`src/rtl/ysyx_25040111_scoreboard_pkg.sv`:
```
`default_nettype none
// ============================================================================
// Module   : ysyx_25040111_scoreboard_pkg
// Purpose  : Shared constants and types for the register scoreboard.
//            SB_NREG  - number of tracked architectural registers (RV32E)
//            SB_CNT_W - width of each per-register pending-write counter
//            SB_CNT_MAX - largest count a register may hold
// Revision : 1.0 - initial release
// ============================================================================
package ysyx_25040111_scoreboard_pkg;

    localparam int SB_NREG    = 16;
    localparam int SB_CNT_W   = 2;
    localparam int SB_CNT_MAX = (1 << SB_CNT_W) - 1;

    // Architectural register index as carried on the decode/retire buses.
    // Only the low bits addressing SB_NREG registers are significant.
    typedef logic [4:0] arch_idx_t;

endpackage : ysyx_25040111_scoreboard_pkg
`default_nettype wire

```
`src/rtl/ysyx_25040111_scoreboard_if.sv`:
```
`default_nettype none
// ============================================================================
// Module   : ysyx_25040111_scoreboard_if
// Purpose  : Decode-issue / execute / write-back handshake bundle seen by the
//            scoreboard.
//            master : IDU/EXU/WBU side (drives decode fields, ex_ready, retire)
//            slave  : scoreboard side (drives id_ready, ex_valid)
// Revision : 1.0 - initial release
// ============================================================================
interface ysyx_25040111_scoreboard_if;
    import ysyx_25040111_scoreboard_pkg::*;

    logic      id_valid;
    logic      id_ready;
    arch_idx_t id_rs1;
    logic      id_rs1_en;
    arch_idx_t id_rs2;
    logic      id_rs2_en;
    arch_idx_t id_rd;
    logic      id_rd_en;
    logic      ex_valid;
    logic      ex_ready;
    logic      wb_valid;
    arch_idx_t wb_rd;

    modport master (
        output id_valid, id_rs1, id_rs1_en, id_rs2, id_rs2_en, id_rd, id_rd_en,
        output ex_ready, wb_valid, wb_rd,
        input  id_ready, ex_valid
    );

    modport slave (
        input  id_valid, id_rs1, id_rs1_en, id_rs2, id_rs2_en, id_rd, id_rd_en,
        input  ex_ready, wb_valid, wb_rd,
        output id_ready, ex_valid
    );

endinterface : ysyx_25040111_scoreboard_if
`default_nettype wire

```
`src/rtl/ysyx_25040111_scoreboard_sb_cnt.sv`:
```
`default_nettype none
// ============================================================================
// Module   : ysyx_25040111_sb_cnt
// Purpose  : One saturating up/down pending-write counter.
//            clock, reset (async, active low)
//            inc  - one more write outstanding
//            dec  - one outstanding write retired
//            zero - counter is 0
//            full - counter is at its maximum
// Revision : 1.0 - initial release
// ============================================================================
module ysyx_25040111_sb_cnt #(
    parameter int CNT_W = 2
) (
    input  wire logic clock,
    input  wire logic reset,
    input  wire logic inc,
    input  wire logic dec,
    output logic      zero,
    output logic      full
);

    localparam logic [CNT_W-1:0] C_MAX = '1;
    localparam logic [CNT_W-1:0] C_ONE = CNT_W'(1);

    logic [CNT_W-1:0] r_cnt;
    logic             w_inc_ok;
    logic             w_dec_ok;

    assign zero = (r_cnt == '0);
    assign full = (r_cnt == C_MAX);

    // Saturate at both ends; a simultaneous legal inc and dec cancel.
    assign w_inc_ok = inc & ~full;
    assign w_dec_ok = dec & ~zero;

    always_ff @(posedge clock or negedge reset) begin
        if (!reset) begin
            r_cnt <= '0;
        end else if (w_inc_ok && !w_dec_ok) begin
            r_cnt <= r_cnt + C_ONE;
        end else if (w_dec_ok && !w_inc_ok) begin
            r_cnt <= r_cnt - C_ONE;
        end
    end

endmodule : ysyx_25040111_sb_cnt
`default_nettype wire

```
`src/rtl/ysyx_25040111_scoreboard.sv`:
```
`default_nettype none
// ============================================================================
// Module   : ysyx_25040111_scoreboard
// Purpose  : In-order issue scoreboard. Tracks outstanding writes per
//            architectural register and stalls issue on RAW hazards or when a
//            destination already has the maximum number of pending writes.
//            clock, reset (async, active low)
//            sb    - decode/execute/write-back handshake (slave modport)
//            busy  - bit r set while register r has pending writes
//            idle  - no pending writes anywhere
//            err   - sticky: a retire arrived for a register with none pending
// Revision : 1.0 - initial release
// ============================================================================
module ysyx_25040111_scoreboard
    import ysyx_25040111_scoreboard_pkg::*;
#(
    parameter int NREG  = SB_NREG,
    parameter int CNT_W = SB_CNT_W
) (
    input  wire logic                   clock,
    input  wire logic                   reset,
    ysyx_25040111_scoreboard_if.slave   sb,
    output logic [NREG-1:0]             busy,
    output logic                        idle,
    output logic                        err
);

    localparam int IDX_W = $clog2(NREG);

    logic [IDX_W-1:0] w_rs1_idx;
    logic [IDX_W-1:0] w_rs2_idx;
    logic [IDX_W-1:0] w_rd_idx;
    logic [IDX_W-1:0] w_wb_idx;

    logic [NREG-1:0]  w_zero;
    logic [NREG-1:0]  w_full;
    logic [NREG-1:0]  w_inc;
    logic [NREG-1:0]  w_dec;

    logic             w_hazard;
    logic             w_fire;
    logic             w_retire;
    logic             r_err;
    logic             w_unused_ok;

    // High index bits are ignored: x16..x31 alias onto x0..x15.
    assign w_rs1_idx = sb.id_rs1[IDX_W-1:0];
    assign w_rs2_idx = sb.id_rs2[IDX_W-1:0];
    assign w_rd_idx  = sb.id_rd[IDX_W-1:0];
    assign w_wb_idx  = sb.wb_rd[IDX_W-1:0];

    // Hazard looks only at registered counts, so a retire this cycle does
    // not unblock a dependent instruction until the following cycle.
    assign w_hazard = (sb.id_rs1_en & (w_rs1_idx != '0) & ~w_zero[w_rs1_idx])
                    | (sb.id_rs2_en & (w_rs2_idx != '0) & ~w_zero[w_rs2_idx])
                    | (sb.id_rd_en  & (w_rd_idx  != '0) &  w_full[w_rd_idx]);

    assign sb.ex_valid = sb.id_valid & ~w_hazard;
    assign sb.id_ready = sb.ex_ready & ~w_hazard;
    assign w_fire      = sb.id_valid & sb.id_ready;
    assign w_retire    = sb.wb_valid & (w_wb_idx != '0);

    always_comb begin
        w_inc = '0;
        w_dec = '0;
        if (w_fire && sb.id_rd_en && (w_rd_idx != '0)) begin
            w_inc[w_rd_idx] = 1'b1;
        end
        if (w_retire) begin
            w_dec[w_wb_idx] = 1'b1;
        end
    end

    // x0 is hard-wired: never pending, never full.
    assign w_zero[0] = 1'b1;
    assign w_full[0] = 1'b0;

    for (genvar r = 1; r < NREG; r++) begin : g_cnt
        ysyx_25040111_sb_cnt #(
            .CNT_W (CNT_W)
        ) u_cnt (
            .clock (clock),
            .reset (reset),
            .inc   (w_inc[r]),
            .dec   (w_dec[r]),
            .zero  (w_zero[r]),
            .full  (w_full[r])
        );
    end

    // A retire with nothing pending is a pipeline bug upstream; remember it.
    always_ff @(posedge clock or negedge reset) begin
        if (!reset) begin
            r_err <= 1'b0;
        end else if (w_retire && w_zero[w_wb_idx]) begin
            r_err <= 1'b1;
        end
    end

    assign busy = ~w_zero;
    assign idle = &w_zero;
    assign err  = r_err;

    assign w_unused_ok = ^{sb.id_rs1, sb.id_rs2, sb.id_rd, sb.wb_rd,
                           w_inc[0], w_dec[0]};

endmodule : ysyx_25040111_scoreboard
`default_nettype wire

```
`src/flat_wrapper.sv`:
```
// flat-port wrapper written by rule: the top's interface ports become plain ports
module ysyx_25040111_scoreboard_flat import ysyx_25040111_scoreboard_pkg::*;
#(
    parameter int NREG  = SB_NREG,
    parameter int CNT_W = SB_CNT_W
)
  (clock, reset, busy, idle, err, sb_id_valid, sb_id_rs1, sb_id_rs1_en, sb_id_rs2, sb_id_rs2_en, sb_id_rd, sb_id_rd_en, sb_ex_ready, sb_wb_valid, sb_wb_rd, sb_id_ready, sb_ex_valid);
  ysyx_25040111_scoreboard_if sb_i ();
  input  wire logic clock;
  input  wire logic reset;
  output logic [NREG-1:0] busy;
  output logic idle;
  output logic err;
  input wire logic [$bits(sb_i.id_valid)-1:0] sb_id_valid;
  input wire logic [$bits(sb_i.id_rs1)-1:0] sb_id_rs1;
  input wire logic [$bits(sb_i.id_rs1_en)-1:0] sb_id_rs1_en;
  input wire logic [$bits(sb_i.id_rs2)-1:0] sb_id_rs2;
  input wire logic [$bits(sb_i.id_rs2_en)-1:0] sb_id_rs2_en;
  input wire logic [$bits(sb_i.id_rd)-1:0] sb_id_rd;
  input wire logic [$bits(sb_i.id_rd_en)-1:0] sb_id_rd_en;
  input wire logic [$bits(sb_i.ex_ready)-1:0] sb_ex_ready;
  input wire logic [$bits(sb_i.wb_valid)-1:0] sb_wb_valid;
  input wire logic [$bits(sb_i.wb_rd)-1:0] sb_wb_rd;
  output wire logic [$bits(sb_i.id_ready)-1:0] sb_id_ready;
  output wire logic [$bits(sb_i.ex_valid)-1:0] sb_ex_valid;
  assign sb_i.id_valid = sb_id_valid;
  assign sb_i.id_rs1 = sb_id_rs1;
  assign sb_i.id_rs1_en = sb_id_rs1_en;
  assign sb_i.id_rs2 = sb_id_rs2;
  assign sb_i.id_rs2_en = sb_id_rs2_en;
  assign sb_i.id_rd = sb_id_rd;
  assign sb_i.id_rd_en = sb_id_rd_en;
  assign sb_i.ex_ready = sb_ex_ready;
  assign sb_i.wb_valid = sb_wb_valid;
  assign sb_i.wb_rd = sb_wb_rd;
  assign sb_id_ready = sb_i.id_ready;
  assign sb_ex_valid = sb_i.ex_valid;
  ysyx_25040111_scoreboard #(.NREG(NREG), .CNT_W(CNT_W)) u_core (.clock(clock), .reset(reset), .sb(sb_i), .busy(busy), .idle(idle), .err(err));
endmodule
```
`config.mk`:
```
export PLATFORM = sky130hd
export DESIGN_NAME = ysyx_25040111_scoreboard_flat
export DESIGN_NICKNAME = d
export VERILOG_FILES = /design/src/rtl/ysyx_25040111_scoreboard_pkg.sv /design/src/rtl/ysyx_25040111_scoreboard_if.sv /design/src/rtl/ysyx_25040111_scoreboard_sb_cnt.sv /design/src/rtl/ysyx_25040111_scoreboard.sv /design/src/flat_wrapper.sv
export SDC_FILE = /design/constraint.sdc
export NUM_CORES = 1
export LEC_CHECK = 0
export ABC_AREA = 1
export CELL_PAD_IN_SITES_DETAIL_PLACEMENT = 1
export CELL_PAD_IN_SITES_GLOBAL_PLACEMENT = 2
export CORE_AREA = 2 2 96 98
export CTS_CLUSTER_DIAMETER = 150
export DETAILED_ROUTE_END_ITERATION = 12
export DIE_AREA = 0 0 98 100
export PLACE_DENSITY_LB_ADDON = 0.25
export SETUP_SLACK_MARGIN = 0.5
export SLEW_MARGIN = 20
export SYNTH_ARGS = -nofsm -noshare
export SYNTH_HDL_FRONTEND = slang
export SYNTH_SLANG_ARGS = --single-unit
```
`constraint.sdc`:
```
create_clock -name clock -period 4.5 [get_ports clock]
set_input_delay 0.45 -clock clock [delete_from_list [all_inputs] [get_ports clock]]
set_output_delay 0.45 -clock clock [all_outputs]
set_load 0.03 [all_outputs]
```
==> reports/summary.txt, run 1 <==
status - finished clean
Mapped Nets - 439
CP Max Fanout - 5
Cells after Synth - 396
fmax - 292.7 MHz
Setup Viol. Count Final - 0
Clock power frac - 0.163
CTS tree - built
post-synthesis area per instance - 6.667 um^2
layout cell share with drive strength beyond 1 - 0.06081
DRT Wirelength - 8810 um
max incr delay on CP - 690 ps
Synth Cell Area - 2640 um^2
Tot Pwr - 0.001789 W
Post-Synth XOR/XNOR Area - 0.09953
via count - 2656
clock slew at reported path FFs - 70 ps
hold slack - 489.7 ps
Die W - 98 um
core area - 8890 um^2
drt pass-1 iters - 6
prevailing post-synth register cell - dfrtp_1
Tcrit/Tclk final - 0.7591
Async SR Flop Fraction - 1.000
Layout area overhead - 25.12%
CP max stage cell - clkdlybuf4s50_1
Post-CTS Setup Bufs - 0
DRC Markers - 0
Worst Hold Class - register to register
Starting Density - 0.2970
top cell type's share of synthesized area - 0.2938
Synth cell types - 27
Yosys reg bits - 31
CP endpoint kind - primary output
Final nets - 486
die height - 100 um
total negative slack - 0 ps
Post-synth EDFFs - 0
peak supply drop - 0.2256 mV
Seq/Total Area, Yosys - 0.2938
row count - 35
cell mode on critical path - nor2_1
Layout Skew - 8.029 ps
Port Buffers - 42
Post-DP Area - 3186 um^2
gpl congestion - 0.7858
Synth area leaders - dfrtp_1 29%, nand2_1 13%, inv_1 8.4%, nor2_1 8.4%, xnor2_1 7.3%
unrepaired setup endpoints after global routing - no
yosys warns - 0
vias in the first global route - 2799
switching power of the nets - 0.0008565 W
slew at the pin with the worst max-slew slack - 655.8 ps
Die ar. - 9800 um^2
worst endpoint required time - 4050 ps
post-CTS sizing - 0
initial antenna violation count - 0
most common cell after layout, fill and taps aside - nand2_1
first-pass GRT wire length - 14220 um
clock sinks - 31
Clock Latency Late Sink - 290 ps
register share of total power - 0.305
global-route congestion overflow total - 0
multiplexer share of the synthesized area - 0
Hold Vio Cnt, Final - 0
main combinational cell family by area after synthesis - simple AND/OR/NAND/NOR gates
n_diodes - 0
Final Instance Area - 3303 um^2
largest net degree at the start of global routing - 32
root buffer cell - clkbuf_8
post-synth top area cell - dfrtp_1
DRT iter0 DRCs - 70
Tot GR Track Use - 0.1864
Max-slew headroom - 0.5594
Net Sw Frac - 0.4788
H-tree depth - 2
type of the worst setup path - input pin to primary output
max-cap viol count - 0
Critical Path, Cell by Cell - clkdlybuf4s50_1 -> nor2_1 -> nand3_1 -> nand2_1 -> nor2_1 -> nand3_1 -> nor2_1 -> nor2_2 -> nand2_1 -> nor2_1 -> clkdlybuf4s50_1
Lkg Pwr - 1.582 nW
Pint - 0.0009324 W
number of nets with antenna violations after routing - 0
Ports - 48
post-layout minimum cycle time - 3416 ps
TritonCTS Buffers - 5
post-route core utilization - 0.3716
routed vias/inst - 4.786
combinational power share - 0.532
Final HPWL DP - 7143 um
pwr dens - 541.6 nW/um^2
Clock Tree Buf Depth - 2
simple-gate share of the synthesized area - 0.3393
hold_buf cts - 0
critical path arrival - 2970 ps
Wirelength per Cell - 15.87 um
commonest cells after routing, fill and taps aside - 94 x nand2_1, 59 x inv_1, 59 x nor2_1
Critical Path Start Type - input pin
max-slew violation count - 0
Synth Area in Compound Gates - 0.09858
adder-cell area share of the yosys netlist - 0.07109
metal layers:
layer / global-route usage / routed length, um
met2: 0.3214 / 4271
met5: 0 / 0
met3: 0.03343 / 176
met4: 0.03526 / 97
met1: 0.2474 / 4265
cell families after synthesis:
family | Yosys count
compound gates | 49
xor+xnor | 30
fa+ha+maj | 15
buf+inv | 64
flops | 31
other cells | 1
simple gates | 206
critical path, delay by kind of cell:
family	cells	cell delay [ps]
buf+inv	2	1190
simple gates	9	1320
area by class of cell:
type	instances	area [um^2]
tap	111	138.9
clock buffer	6	82.58
sequential	31	775.7
timing repair buffer	44	435.4
inverter	60	225.2
multi-input combinational	301	1610
fill	1164	5587
clock inverter	2	35.03
state kept, by name, indices dropped and copies added (netlist names):
name	count
u_core.err	1
u_core.g_cnt.u_cnt.r_cnt	30
power by group through the flow:
stage	Combinational [W]	Sequential [W]	Clock, W
2_1_floorplan	0.000597	0.000513	0
6_report	0.000952	0.000545	0.000292
3_5_place_dp	0.000957	0.000550	0
3_3_place_gp	0.000945	0.000543	0
5_1_grt	0.00105	0.000567	0.000315
4_1_cts	0.000963	0.000546	0.000301
final timing paths:
path                       slack, ps  cells after the start                                        from                                     endpoint
setup / recovery                1080                     11                                 sb_id_rd[0]                                  sb_ex_valid
hold / removal                   490                      1                      u_core.err$_DFFE_PN0P_                       u_core.err$_DFFE_PN0P_
setup reg to reg                1540                     15  u_core.g_cnt[2].u_cnt.r_cnt[0]$_DFFE_PN0P_  u_core.g_cnt[13].u_cnt.r_cnt[1]$_DFFE_PN0P_
hold reg to reg                  490                      1                      u_core.err$_DFFE_PN0P_                       u_core.err$_DFFE_PN0P_
max in group asynchronous       3610                      2                                       reset   u_core.g_cnt[7].u_cnt.r_cnt[0]$_DFFE_PN0P_
min in group asynchronous        570                      2                                       reset   u_core.g_cnt[1].u_cnt.r_cnt[0]$_DFFE_PN0P_
stage by stage:
step	worst slack [ps]	std cells
floorplan	2137	396
global placement	1020	547
detailed placement	967.6	547
CTS	1043	555
global route	851.0	555
finish	1084	555
Yosys cell counts (4+ instances only):
cell,number
nand4_1,4
nor2_2,13
nand3_1,27
ha_1,15
inv_1,59
dfrtp_1,31
nor2_1,59
xor2_1,8
a21oi_1,20
xnor2_1,22
nand2_1,94
o21ai_0,22
Note: power is estimated with default switching activity, not from simulation.
==> run 2, diff against run 1 <==
--- a/config.mk
+++ b/config.mk
@@ -8,10 +8,10 @@
 export ABC_AREA = 1
 export CELL_PAD_IN_SITES_DETAIL_PLACEMENT = 1
 export CELL_PAD_IN_SITES_GLOBAL_PLACEMENT = 2
-export CORE_AREA = 2 2 96 98
+export CORE_AREA = 2 2 99 101
 export CTS_CLUSTER_DIAMETER = 150
 export DETAILED_ROUTE_END_ITERATION = 12
-export DIE_AREA = 0 0 98 100
+export DIE_AREA = 0 0 101 103
 export PLACE_DENSITY_LB_ADDON = 0.25
 export SETUP_SLACK_MARGIN = 0.5
 export SLEW_MARGIN = 20
==> constraint.sdc (replaced) <==
create_clock -name clock -period 3.6 [get_ports clock]
set_input_delay 0.36 -clock clock [delete_from_list [all_inputs] [get_ports clock]]
set_output_delay 0.36 -clock clock [all_outputs]
set_load 0.03 [all_outputs]
==> run 2 against run 1 <==
Critical path depth rose by 1; flip-flop and latch count did not move; worst setup slack got worse by 310 ps; register-to-register slack got worse by 620 ps; critical endpoint is now sb_id_ready; largest power group unchanged.
==> reports/summary.txt, run 2 (same netlist as run 1, synthesis figures left out) <==
CTS tree - built (unchanged)
Die W - 101 um (was 98 um)
Final nets - 490 (was 486)
layout cell share with drive strength beyond 1 - 0.07589 (was 0.06081)
Port Buffers - 42 (unchanged)
hold slack - 459.6 ps (was 489.7 ps)
CP max stage cell - clkdlybuf4s50_1 (unchanged)
worst endpoint required time - 3240 ps (was 4050 ps)
H-tree depth - 2 (unchanged)
Tot GR Track Use - 0.1822 (was 0.1864)
Worst Hold Class - input pin to async pin (was register to register)
Final HPWL DP - 7126 um (was 7143 um)
max-slew violation count - 0 (unchanged)
unrepaired setup endpoints after global routing - no (unchanged)
clock sinks - 31 (unchanged)
peak supply drop - 0.2565 mV (was 0.2256 mV)
row count - 36 (was 35)
Clock Tree Buf Depth - 2 (unchanged)
DRC Markers - 0 (unchanged)
Setup Viol. Count Final - 0 (unchanged)
register with the most flip-flops - u_core.g_cnt.u_cnt.r_cnt (unchanged)
max incr delay on CP - 560 ps (was 690 ps)
core area - 9459 um^2 (was 8890 um^2)
type of the worst setup path - input pin to primary output (unchanged)
hold_buf cts - 0 (unchanged)
Wirelength per Cell - 15.65 um (was 15.87 um)
r2r setup slk - 920 ps (was 1540 ps)
post-route core utilization - 0.3536 (was 0.3716)
cell mode on critical path - nor2_1 (unchanged)
routed vias/inst - 4.790 (was 4.786)
Clock Latency Late Sink - 300 ps (was 290 ps)
critical path arrival - 2470 ps (was 2970 ps)
initial antenna violation count - 0 (unchanged)
dpl cells - 550 (was 547)
Critical Path, Cell by Cell - clkdlybuf4s50_1 -> inv_1 -> nor2_2 -> nand3_1 -> nand2_1 -> nor2_1 -> nand3_1 -> nor2_1 -> nor2_2 -> nand2_1 -> nor2_1 -> dlygate4sd2_1 (was clkdlybuf4s50_1 -> nor2_1 -> nand3_1 -> nand2_1 -> nor2_1 -> nand3_1 -> nor2_1 -> nor2_2 -> nand2_1 -> nor2_1 -> clkdlybuf4s50_1)
die height - 103 um (was 100 um)
global-route congestion overflow total - 0 (unchanged)
number of nets with antenna violations after routing - 0 (unchanged)
gpl congestion - 0.8033 (was 0.7858)
DRT Wirelength - 8797 um (was 8810 um)
Final Instance Area - 3344 um^2 (was 3303 um^2)
Max-slew headroom - 0.5648 (was 0.5594)
largest net degree at the start of global routing - 32 (unchanged)
Finished Layout Cells - 562 (was 555)
Layout Skew - 19.01 ps (was 8.029 ps)
Post-DP Area - 3189 um^2 (was 3186 um^2)
Die ar. - 10400 um^2 (was 9800 um^2)
Starting Density - 0.2791 (was 0.2970)
Hold Vio Cnt, Final - 0 (unchanged)
DRT iter0 DRCs - 58 (was 70)
drt pass-1 iters - 4 (was 6)
n_diodes - 0 (unchanged)
most common cell after layout, fill and taps aside - nand2_1 (unchanged)
clock slew at reported path FFs - 80 ps (was 70 ps)
Ports - 48 (unchanged)
post-layout minimum cycle time - 2829 ps
root buffer cell - clkbuf_8 (unchanged)
commonest cells after routing, fill and taps aside - 94 x nand2_1, 59 x inv_1, 56 x nor2_1 (was 94 x nand2_1, 59 x inv_1, 59 x nor2_1)
total negative slack - 0 ps (unchanged)
vias in the first global route - 2824 (was 2799)
CP Max Fanout - 4 (was 5)
Critical Path Start Type - input pin (unchanged)
max-cap viol count - 0 (unchanged)
via count - 2692 (was 2656)
fmax - 353.5 MHz
pwr dens - 669.7 nW/um^2 (was 541.6 nW/um^2)
slew at the pin with the worst max-slew slack - 647.8 ps (was 655.8 ps)
max reg flops - 30 (unchanged)
TritonCTS Buffers - 5 (unchanged)
Layout area overhead - 26.68% (was 25.12%)
Tcrit/Tclk final - 0.7858
CP endpoint kind - primary output (unchanged)
Lkg Pwr - 1.616 nW (was 1.582 nW)
first-pass GRT wire length - 14300 um (was 14220 um)
status - finished clean (unchanged)
-- run 2: cell types whose count changed in the layout (fill, tap and decap cells not counted), sizes merged --
cell and delta:
dlymetal6s2s +1, clkdlybuf4s50 -3, dlygate4sd2 +2, buf +4
-- run 2: final timing paths --
kind | start | end | cells after the start
worst max-delay path | sb_id_rd[2] | sb_id_ready | 12
worst min-delay path | reset | u_core.g_cnt[1].u_cnt.r_cnt[0]$_DFFE_PN0P_ | 2
worst max register to register | u_core.g_cnt[3].u_cnt.r_cnt[0]$_DFFE_PN0P_ | u_core.g_cnt[5].u_cnt.r_cnt[1]$_DFFE_PN0P_ | 16
worst min register to register | u_core.err$_DFFE_PN0P_ | u_core.err$_DFFE_PN0P_ | 1
max in group asynchronous | reset | u_core.g_cnt[6].u_cnt.r_cnt[0]$_DFFE_PN0P_ | 2
min in group clock | u_core.err$_DFFE_PN0P_ | u_core.err$_DFFE_PN0P_ | 1
-- run 2: metal layers --
layer,track usage,vias up,share of wire
met1,0.2367,1310,0.49
met2,0.3231,23,0.49
met4,0.03430,0,0.0061
met3,0.02847,5,0.021
met5,0,-,0
li1,-,1354,-
-- run 2: layout make-up --
cell class / count / area, um^2
Clock buffer: 6 / 82.58
Clock inverter: 2 / 35.03
Fill cell: 1197 / 6115
Inverter: 60 / 225.2
Multi-Input combinational cell: 301 / 1618
Sequential cell: 31 / 775.7
Tap cell: 114 / 142.6
Timing Repair Buffer: 48 / 465.4
-- run 2: power breakdown --
group          internal [W]  switching [W]
Combinational      0.000424       0.000764
Clock              0.000224       0.000148
Sequential         0.000512       0.000167
Total               0.00116        0.00108
-- run 2: through the flow --
stage / setup slack [ps] / power [W]
floorplan: 1237 / 0.001387
global route: 557.8 / 0.002427
finish: 771.2 / 0.002240
global placement: 395.4 / 0.001854
detailed placement: 349.0 / 0.001880
CTS: 640.7 / 0.002265
-- run 2: critical path: cells and delay by family --
family	cells	cell delay (ps)
simple gates	9	1050
buf+inv	3	1030
-- run 2: repair_timing --
action                     4_1_cts  5_1_grt
setup endpoints to repair        2       15
setup buffers                    0        4
gates resized for setup          3        3
